File: src/rtl/cdp_rdma_rd_arb.sv
`default_nettype none
// ============================================================================
//  Module   : cdp_rdma_rd_arb
//  Purpose  : Two-requester round-robin read-request arbiter with
//             per-requester credit limiting and a registered output stage.
//             Shares one MCIF read-request channel between requester 0
//             (feature-data fetch) and requester 1 (auxiliary/table fetch).
//  Ports    :
//    nvdla_core_clk / nvdla_core_rstn : clock, async active-low reset
//    op_en                            : arbitration enable (0 blocks grants)
//    r0_req_* / r1_req_*              : requester valid/ready/payload
//    cdt_pop[1:0]                     : credit return pulse per requester
//    mc_req_valid/ready/pd            : merged request towards MCIF
//    mc_req_src                       : requester id of current mc_req_pd
//    cdt_err                          : sticky credit-overflow flag
//    r0_stall_cnt / r1_stall_cnt      : stall counters (CDP_RDMA_ARB_PERF_EN)
//  Config   : define CDP_RDMA_ARB_PERF_EN to build the stall counters;
//             otherwise they read as zero and no counter flops exist.
//  Revision : 1.0 - initial release
// ============================================================================
module cdp_rdma_rd_arb #(
    parameter int PD_W       = 47,
    parameter int CREDIT_NUM = 8,
    parameter int CNT_W      = 4
) (
    input  logic            nvdla_core_clk,
    input  logic            nvdla_core_rstn,
    input  logic            op_en,
    input  logic            r0_req_valid,
    output logic            r0_req_ready,
    input  logic [PD_W-1:0] r0_req_pd,
    input  logic            r1_req_valid,
    output logic            r1_req_ready,
    input  logic [PD_W-1:0] r1_req_pd,
    input  logic [1:0]      cdt_pop,
    output logic            mc_req_valid,
    input  logic            mc_req_ready,
    output logic [PD_W-1:0] mc_req_pd,
    output logic            mc_req_src,
    output logic            cdt_err,
    output logic [31:0]     r0_stall_cnt,
    output logic [31:0]     r1_stall_cnt
);

    localparam logic [CNT_W-1:0] C_CREDIT_MAX = CNT_W'(CREDIT_NUM);

    logic                   r_mc_valid;
    logic [PD_W-1:0]        r_mc_pd;
    logic                   r_mc_src;
    logic                   r_rr_last;
    logic                   r_cdt_err;
    logic [1:0][CNT_W-1:0]  r_credit;
    logic [1:0][CNT_W-1:0]  w_credit_nxt;

    logic                   w_slot_free;
    logic [1:0]             w_req_valid;
    logic [1:0]             w_elig;
    logic [1:0]             w_grant;
    logic [1:0]             w_sat;

    // The output register can take a new request when empty or draining.
    assign w_slot_free = ~r_mc_valid | mc_req_ready;
    assign w_req_valid = {r1_req_valid, r0_req_valid};

    generate
        for (genvar gi = 0; gi < 2; gi++) begin : g_req
            assign w_elig[gi] = w_req_valid[gi] & (r_credit[gi] != '0) & op_en & w_slot_free;

            // A return that would push the counter past its maximum is an
            // accounting error upstream; the counter saturates instead.
            assign w_sat[gi] = cdt_pop[gi] & ~w_grant[gi] & (r_credit[gi] == C_CREDIT_MAX);

            always_comb begin
                w_credit_nxt[gi] = r_credit[gi];
                if (cdt_pop[gi] & ~w_grant[gi]) begin
                    if (!w_sat[gi]) begin
                        w_credit_nxt[gi] = r_credit[gi] + CNT_W'(1);
                    end
                end else if (~cdt_pop[gi] & w_grant[gi]) begin
                    w_credit_nxt[gi] = r_credit[gi] - CNT_W'(1);
                end
            end
        end
    endgenerate

    // rr_last names the most recent winner; on a contest the other one wins.
    assign w_grant[0] = w_elig[0] & (~w_elig[1] | r_rr_last);
    assign w_grant[1] = w_elig[1] & (~w_elig[0] | ~r_rr_last);

    assign r0_req_ready = w_grant[0];
    assign r1_req_ready = w_grant[1];

    always_ff @(posedge nvdla_core_clk or negedge nvdla_core_rstn) begin
        if (!nvdla_core_rstn) begin
            r_credit <= {C_CREDIT_MAX, C_CREDIT_MAX};
            r_cdt_err <= 1'b0;
        end else begin
            r_credit <= w_credit_nxt;
            if (|w_sat) begin
                r_cdt_err <= 1'b1;
            end
        end
    end

    // Registered output stage: payload and source only change on a grant,
    // so they stay stable while the downstream back-pressures.
    always_ff @(posedge nvdla_core_clk or negedge nvdla_core_rstn) begin
        if (!nvdla_core_rstn) begin
            r_mc_valid <= 1'b0;
            r_mc_pd    <= '0;
            r_mc_src   <= 1'b0;
            r_rr_last  <= 1'b1;
        end else if (|w_grant) begin
            r_mc_valid <= 1'b1;
            r_mc_pd    <= w_grant[0] ? r0_req_pd : r1_req_pd;
            r_mc_src   <= w_grant[1];
            r_rr_last  <= w_grant[1];
        end else if (w_slot_free) begin
            r_mc_valid <= 1'b0;
        end
    end

    assign mc_req_valid = r_mc_valid;
    assign mc_req_pd    = r_mc_pd;
    assign mc_req_src   = r_mc_src;
    assign cdt_err      = r_cdt_err;

`ifdef CDP_RDMA_ARB_PERF_EN
    logic        r_op_en_d;
    logic [31:0] r_stall_cnt0;
    logic [31:0] r_stall_cnt1;

    // Counters restart at each new operation (op_en rising edge) and
    // saturate rather than wrap.
    always_ff @(posedge nvdla_core_clk or negedge nvdla_core_rstn) begin
        if (!nvdla_core_rstn) begin
            r_op_en_d    <= 1'b0;
            r_stall_cnt0 <= '0;
            r_stall_cnt1 <= '0;
        end else begin
            r_op_en_d <= op_en;
            if (op_en & ~r_op_en_d) begin
                r_stall_cnt0 <= '0;
                r_stall_cnt1 <= '0;
            end else begin
                if (r0_req_valid & ~w_grant[0] & ~(&r_stall_cnt0)) begin
                    r_stall_cnt0 <= r_stall_cnt0 + 32'd1;
                end
                if (r1_req_valid & ~w_grant[1] & ~(&r_stall_cnt1)) begin
                    r_stall_cnt1 <= r_stall_cnt1 + 32'd1;
                end
            end
        end
    end

    assign r0_stall_cnt = r_stall_cnt0;
    assign r1_stall_cnt = r_stall_cnt1;
`else
    assign r0_stall_cnt = 32'd0;
    assign r1_stall_cnt = 32'd0;
`endif

endmodule
`default_nettype wire
File: config.mk
export PLATFORM = sky130hd
export DESIGN_NAME = cdp_rdma_rd_arb
export DESIGN_NICKNAME = d
export VERILOG_FILES = /design/src/rtl/cdp_rdma_rd_arb.sv
export SDC_FILE = /design/constraint.sdc
export NUM_CORES = 1
export LEC_CHECK = 0
export CELL_PAD_IN_SITES_DETAIL_PLACEMENT = 0
export CELL_PAD_IN_SITES_GLOBAL_PLACEMENT = 1
export CORE_MARGIN = 2
export CORE_UTILIZATION = 48
export DETAILED_ROUTE_END_ITERATION = 10
export DONT_BUFFER_PORTS = 1
export GPL_TIMING_DRIVEN = 0
export PLACE_DENSITY = 0.91
export SLEW_MARGIN = 20
export SYNTH_ARGS = -nofsm -noshare
export SYNTH_HDL_FRONTEND = slang
export SYNTH_SLANG_ARGS = --single-unit
File: constraint.sdc
create_clock -name nvdla_core_clk -period 5.7 [get_ports nvdla_core_clk]
set_clock_uncertainty 0.15 [all_clocks]
set_input_delay 0.57 -clock nvdla_core_clk [delete_from_list [all_inputs] [get_ports nvdla_core_clk]]
set_output_delay 0.57 -clock nvdla_core_clk [all_outputs]
set_load 0.02 [all_outputs]
# After elaboration in Yosys (flattened, before gate mapping)
# Cells that the tools add are included.
totals:
  register_bits: 59
  input_bits: 102
  output_inout_bits: 116
  elab_cells: 58
classes:
  add_sub_neg: 4
  eq_ne: 4
  n_mux: 9
  bitwise_logic: 25
  reduce_logical: 9
ops:
  columns: ["op", "count"]
  rows:
  - ["47-bit 2-to-1 mux", 1]
  - ["4-bit 2-to-1 mux", 6]
  - ["1-bit AND", 14]
  - ["4-bit by 1-bit adder with 4-bit output (second input constant)", 2]
  - ["4-bit == test (second input constant)", 2]
  - ["1-bit inverter", 8]
  - ["4-bit nonzero test", 2]
  - ["4-bit by 1-bit subtractor with 4-bit output (second input constant)", 2]
  - ["2-bit nonzero test", 3]
  - ["2-bit != test (second input constant)", 2]
  - ["2-bit AND reduction", 2]
  - ["2-bit OR reduction", 2]
  - ["1-bit bitwise OR", 3]
  - ["1-bit 2-to-1 mux", 2]

# Logic depth before layout (Yosys ltp)
depth:
  ltp_word: 12
  depth_mapped: 11
  ltp_nobuf: 10

# Least setup slack after synthesis
# OpenSTA, ideal clock, no wires.
synth_timing:
  kind: "flip-flop to flip-flop"
  start: "reg r_credit[1] (netlist bit)"
  end: "reg r_credit[7] (netlist bit)"
  setup_ns: 0.075
  arrival_time_ns: 2.631
  t_required_ns: 5.475
  slack_ns: 2.844
  path_stages_with_launch: 11
  path_buffers: 0
  synth_period_minus_slack_ns: 2.856
  cell_sequence: "dfrtp_1 or4_4 and4_4 nand2b_4 nand2_1 ha_1 a21o_1 a21o_1 or4_1 o21ai_1 xor2_1"
synth_via:
  elab_chain_cells: 12
  word_cells_on_any_way: 15
  cone_classes: "eq/ne (1); mux (1); bitwise (10); reduce/logical (3)"
synth_rtl:
  columns: ["item", "line", "rtl"]
  rows:
  - ["start, declared", "52", "logic [1:0][CNT_W-1:0] r_credit;"]
  - ["start signal, assigned", "95", "r_credit <= {C_CREDIT_MAX, C_CREDIT_MAX};"]
  - ["start signal, assigned", "98", "r_credit <= w_credit_nxt;"]
  - ["4-bit nonzero test *", "67", "assign w_elig[gi] = w_req_valid[gi] & (r_credit[gi] != '0) & op_en & w_slot_free;"]
  - ["1-bit AND * (3 in series)", "67", null]
  - ["1-bit inverter *", "88", "assign w_grant[1] = w_elig[1] & (~w_elig[0] | ~r_rr_last);"]
  - ["1-bit bitwise OR *", "88", null]
  - ["1-bit AND *", "88", null]
  - ["1-bit inverter", "71, 75", null]
  - ["1-bit AND", "71, 75", null]
  - ["1-bit AND", "71", "assign w_sat[gi] = cdt_pop[gi] & ~w_grant[gi] & (r_credit[gi] == C_CREDIT_MAX);"]
  - ["2-bit != test (no line)", null, null]
  - ["2-bit AND reduction (no line)", null, null]
# Mark *: on every way between the ends. The rest lies on a longest branch, timed or not.
# A chain may end at the register's enable or synchronous reset.

# Worst setup path in the final report
layout_timing:
  start: "reg r_credit[0] (netlist bit)"
  end: "reg r_credit[7] (netlist bit)"
# Same word-level chain as after synthesis.

==> load_flow_metrics.sql <==
INSERT INTO impl_metrics (metric_group, metric, value, unit) VALUES
('global_route', 'grt_util_met1', '0.220', ''),
('finish', 'layout.core_utilization', '0.591', ''),
('global_route', 'grt_overflow', '0', ''),
('clock_network', 'cts_buffers', '9', ''),
('global_route', 'grtUsageTotal', '0.194', ''),
('die', 'num_rows', '29', ''),
('power', 'netSwitchingPower', '0.708', 'mW'),
('die', 'chipWidth', '85.7', 'µm'),
('finish', 'antenna_cells_inserted', '0', ''),
('setup_path', 'critical_path.endpoint_type', 'flip-flop', ''),
('setup_path', 'setup.reg_to_reg.worst_slack', '2690', 'ps'),
('die', 'design.die.area', '0.00734', 'mm²'),
('timing', 'report.final.slew_viol_count', '0', ''),
('logic_synthesis', 'asyncSetResetFlopFracSynth', '1.00', ''),
('clock_network', 'cts.repair.resized', '0', ''),
('timing', 'relSlewSlack', '0.649', ''),
('power', 'clock_power_share', '0.221', ''),
('logic_synthesis', 'mapped_avg_cell_area', '10.8', 'µm²'),
('setup_path', 'crit_end', 'r_credit[7]$_DFFE_PN1P_', ''),
('placed_design', 'placed_cells', '436', ''),
('setup_path', 'regToRegStartpoint', 'r_credit[0]$_DFFE_PN0P_', ''),
('drt', 'via_count', '2348', ''),
('setup_path', 'timing.rr.end', 'r_credit[7]$_DFFE_PN1P_', ''),
('finish', 'mostFrequentLayoutCells', 'sky130_fd_sc_hd__buf_4 (64), sky130_fd_sc_hd__conb_1 (64), sky130_fd_sc_hd__dfrtp_1 (56)', ''),
('logic_synthesis', 'netlist_top_cells_area', 'sky130_fd_sc_hd__dfrtp_1 (44%), sky130_fd_sc_hd__buf_4 (15%), sky130_fd_sc_hd__a222oi_1 (15%)', ''),
('die', 'die_h', '85.7', 'µm'),
('drt', 'iteration_0_drc_markers', '221', ''),
('setup_path', 'critical_path_arrival', '3110', 'ps'),
('logic_synthesis', 'cell_count_after_synthesis', '296', ''),
('drt', 'remaining_drc_errors', '0', ''),
('timing', 'period_utilisation_layout', '0.528', ''),
('finish', 'fill_cells', '553', ''),
('power', 'power.share.combinational', '0.266', ''),
('logic_synthesis', 'synth.yosys.seq_area_share', '0.462', ''),
('power', 'power.share.sequential', '0.514', ''),
('setup_path', 'crit_path_launch_type', 'flip-flop', ''),
('finish', 'areaGrowthSynthToFinish', '18.0', '%'),
('drt', 'wl_per_cell', '16.3', 'µm'),
('setup_path', 'timing.critical_path.fanout_max', '5', ''),
('drt', 'drt-vias-per-instance', '5.17', ''),
('setup_path', 'worstRegToRegCells', '10', ''),
('global_route', 'global_route.peak_usage_layer', 'met2', ''),
('power', 'swShare', '0.401', ''),
('clock_network', 'worst_setup_hold_path_clk_slew', '70', 'ps'),
('timing', 'finalSetupViolCount', '0', ''),
('placed_design', 'globalplace.congestion', '0.831', ''),
('logic_synthesis', 'yosys_warnings', '0', ''),
('clock_network', 'insertion_delay', '320', 'ps'),
('timing', 'max_freq', '332', 'MHz'),
('power', 'p_leak', '2.09', 'nW'),
('timing', 'worst_pin_slew', '522', 'ps'),
('power', 'power_density', '467', 'mW/mm²'),
('timing', 'setup_total_negative_slack', '0', 'ps'),
('logic_synthesis', 'synth.largest_area_cell', 'sky130_fd_sc_hd__dfrtp_1', ''),
('clock_network', 'clock_tree_from_tritoncts', 'built', ''),
('clock_network', 'hold_buffers', '2', ''),
('die', 'initial_utilization', '0.501', ''),
('setup_path', 'critical_path.startpoint', 'r_credit[0]$_DFFE_PN0P_', ''),
('job', 'drv_cap', '0', ''),
('global_route', 'groute.layer.met3.usage', '0.0654', ''),
('global_route', 'grt_use_met2', '0.325', ''),
('setup_path', 'timing.setup.critical_path_class', 'reg -> reg', ''),
('logic_synthesis', 'synth_top_area_share', '0.438', ''),
('global_route', 'grt_antenna_before_repair', '0', ''),
('drt', 'antenna_left', '0', ''),
('timing', 'setup_repair_after_global_routing_missed_its_margin', 'false', ''),
('logic_synthesis', 'cell_variety_after_synth', '40', ''),
('global_route', 'largest_net_degree_at_the_start_of_global_routing', '60', ''),
('finish', 'final_std_cells_w_o_fill', '454', ''),
('outcome', 'run_status', 'finished clean', ''),
('die', 'core-area', '0.00639', 'mm²');
Yosys cell counts (2+ instances only):
master                     instances
sky130_fd_sc_hd__buf_4            64
sky130_fd_sc_hd__dfrtp_1          56
sky130_fd_sc_hd__inv_1            50
sky130_fd_sc_hd__a222oi_1         47
sky130_fd_sc_hd__buf_2             9
sky130_fd_sc_hd__nand2_1           7
sky130_fd_sc_hd__buf_6             5
sky130_fd_sc_hd__ha_1              4
sky130_fd_sc_hd__nor2_1            4
sky130_fd_sc_hd__xor2_1            4
sky130_fd_sc_hd__a21o_1            3
sky130_fd_sc_hd__clkbuf_1          3
sky130_fd_sc_hd__dfstp_2           3
sky130_fd_sc_hd__nor3_1            3
sky130_fd_sc_hd__a21oi_1           2
sky130_fd_sc_hd__a22o_1            2
sky130_fd_sc_hd__fa_1              2
sky130_fd_sc_hd__mux2_1            2
sky130_fd_sc_hd__nand2b_1          2
sky130_fd_sc_hd__nor2b_1           2
sky130_fd_sc_hd__o21ai_0           2
sky130_fd_sc_hd__xnor2_1           2
layer usage:
metal / vias up / routed length, µm / part of all wire
li1: 1086 / - / -
met3: 15 / 718 / 0.097
met1: 1099 / 2710 / 0.37
met4: 0 / 182 / 0.025
met5: - / 0 / 0
met2: 148 / 3800 / 0.51
worst min path at each step:
stage,startpoint,endpoint,slack (ps),depth (start not counted)
finish,r0_req_pd[23],mc_req_pd[23]$_DFFE_PN0P_,220,2
global route,r0_req_pd[32],mc_req_pd[32]$_DFFE_PN0P_,210,2
CTS,r0_req_pd[23],mc_req_pd[23]$_DFFE_PN0P_,210,2
detailed placement,nvdla_core_rstn,mc_req_pd[39]$_DFFE_PN0P_,130,0
global placement,nvdla_core_rstn,mc_req_pd[40]$_DFFE_PN0P_,130,0
floorplan,nvdla_core_rstn,cdt_err$_DFFE_PN0P_,120,0
logic make-up after synthesis:
| kind of cell | Yosys count | synth area share |
|---|---|---|
| multiplexers | 5 | 0.0207 |
| other | 1 | 0.00117 |
| AND/OR/NAND/NOR | 26 | 0.0485 |
| AO/OA/AOI/OAI | 61 | 0.177 |
| adder cells (fa/ha/maj) | 6 | 0.0281 |
| buffers and inverters | 132 | 0.245 |
| XOR/XNOR | 6 | 0.0164 |
| flip-flops | 59 | 0.462 |
registers in the layout, summed over array words and instances, names as in the netlist:
| register | flops |
|---|---|
| cdt_err | 1 |
| mc_req_pd | 47 |
| mc_req_src | 1 |
| mc_req_valid | 1 |
| r_credit | 8 |
| r_rr_last | 1 |
stage by stage:
stage               total power, mW  instance area, µm²  hold WS [ps]  setup WS (ps)
finish                         1.77                3780           221           2690
global route                   1.88                3780           207           2490
CTS                            1.78                3780           205           2680
detailed placement             1.37                3530           126           2690
global placement               1.35                3530           125           2710
floorplan                      1.26                3440           124           2840
area by class of cell:
cell class / count / area, µm² / share of cell area
clock inverters: 1 / 30.0 / 0.00795
well taps: 77 / 96.3 / 0.0255
plain buffers: 81 / 593 / 0.157
clock buffers: 15 / 176 / 0.0467
multi-input cells: 168 / 1170 / 0.310
flip-flops and latches: 59 / 1480 / 0.392
repair buffers: 2 / 37.5 / 0.00994
inverters: 51 / 191 / 0.0507
power groups by stage:
stage	combinational [mW]	clock, mW	sequential [mW]
2_1_floorplan	0.396	0	0.861
6_report	0.469	0.390	0.906
5_1_grt	0.527	0.421	0.928
4_1_cts	0.473	0.400	0.908
3_3_place_gp	0.442	0	0.908
3_5_place_dp	0.464	0	0.910
critical path: stages, from the launching register on:
cell and delay (ps):
sky130_fd_sc_hd__dfrtp_1 450, sky130_fd_sc_hd__or4_4 550, sky130_fd_sc_hd__and4_4 210, sky130_fd_sc_hd__nand2b_4 160, sky130_fd_sc_hd__nand2_1 170, sky130_fd_sc_hd__ha_1 250
sky130_fd_sc_hd__a21o_1 170, sky130_fd_sc_hd__a21o_1 180, sky130_fd_sc_hd__or4_1 390, sky130_fd_sc_hd__o21ai_1 110, sky130_fd_sc_hd__xor2_1 160
Note: power is estimated with default switching activity, not from simulation.
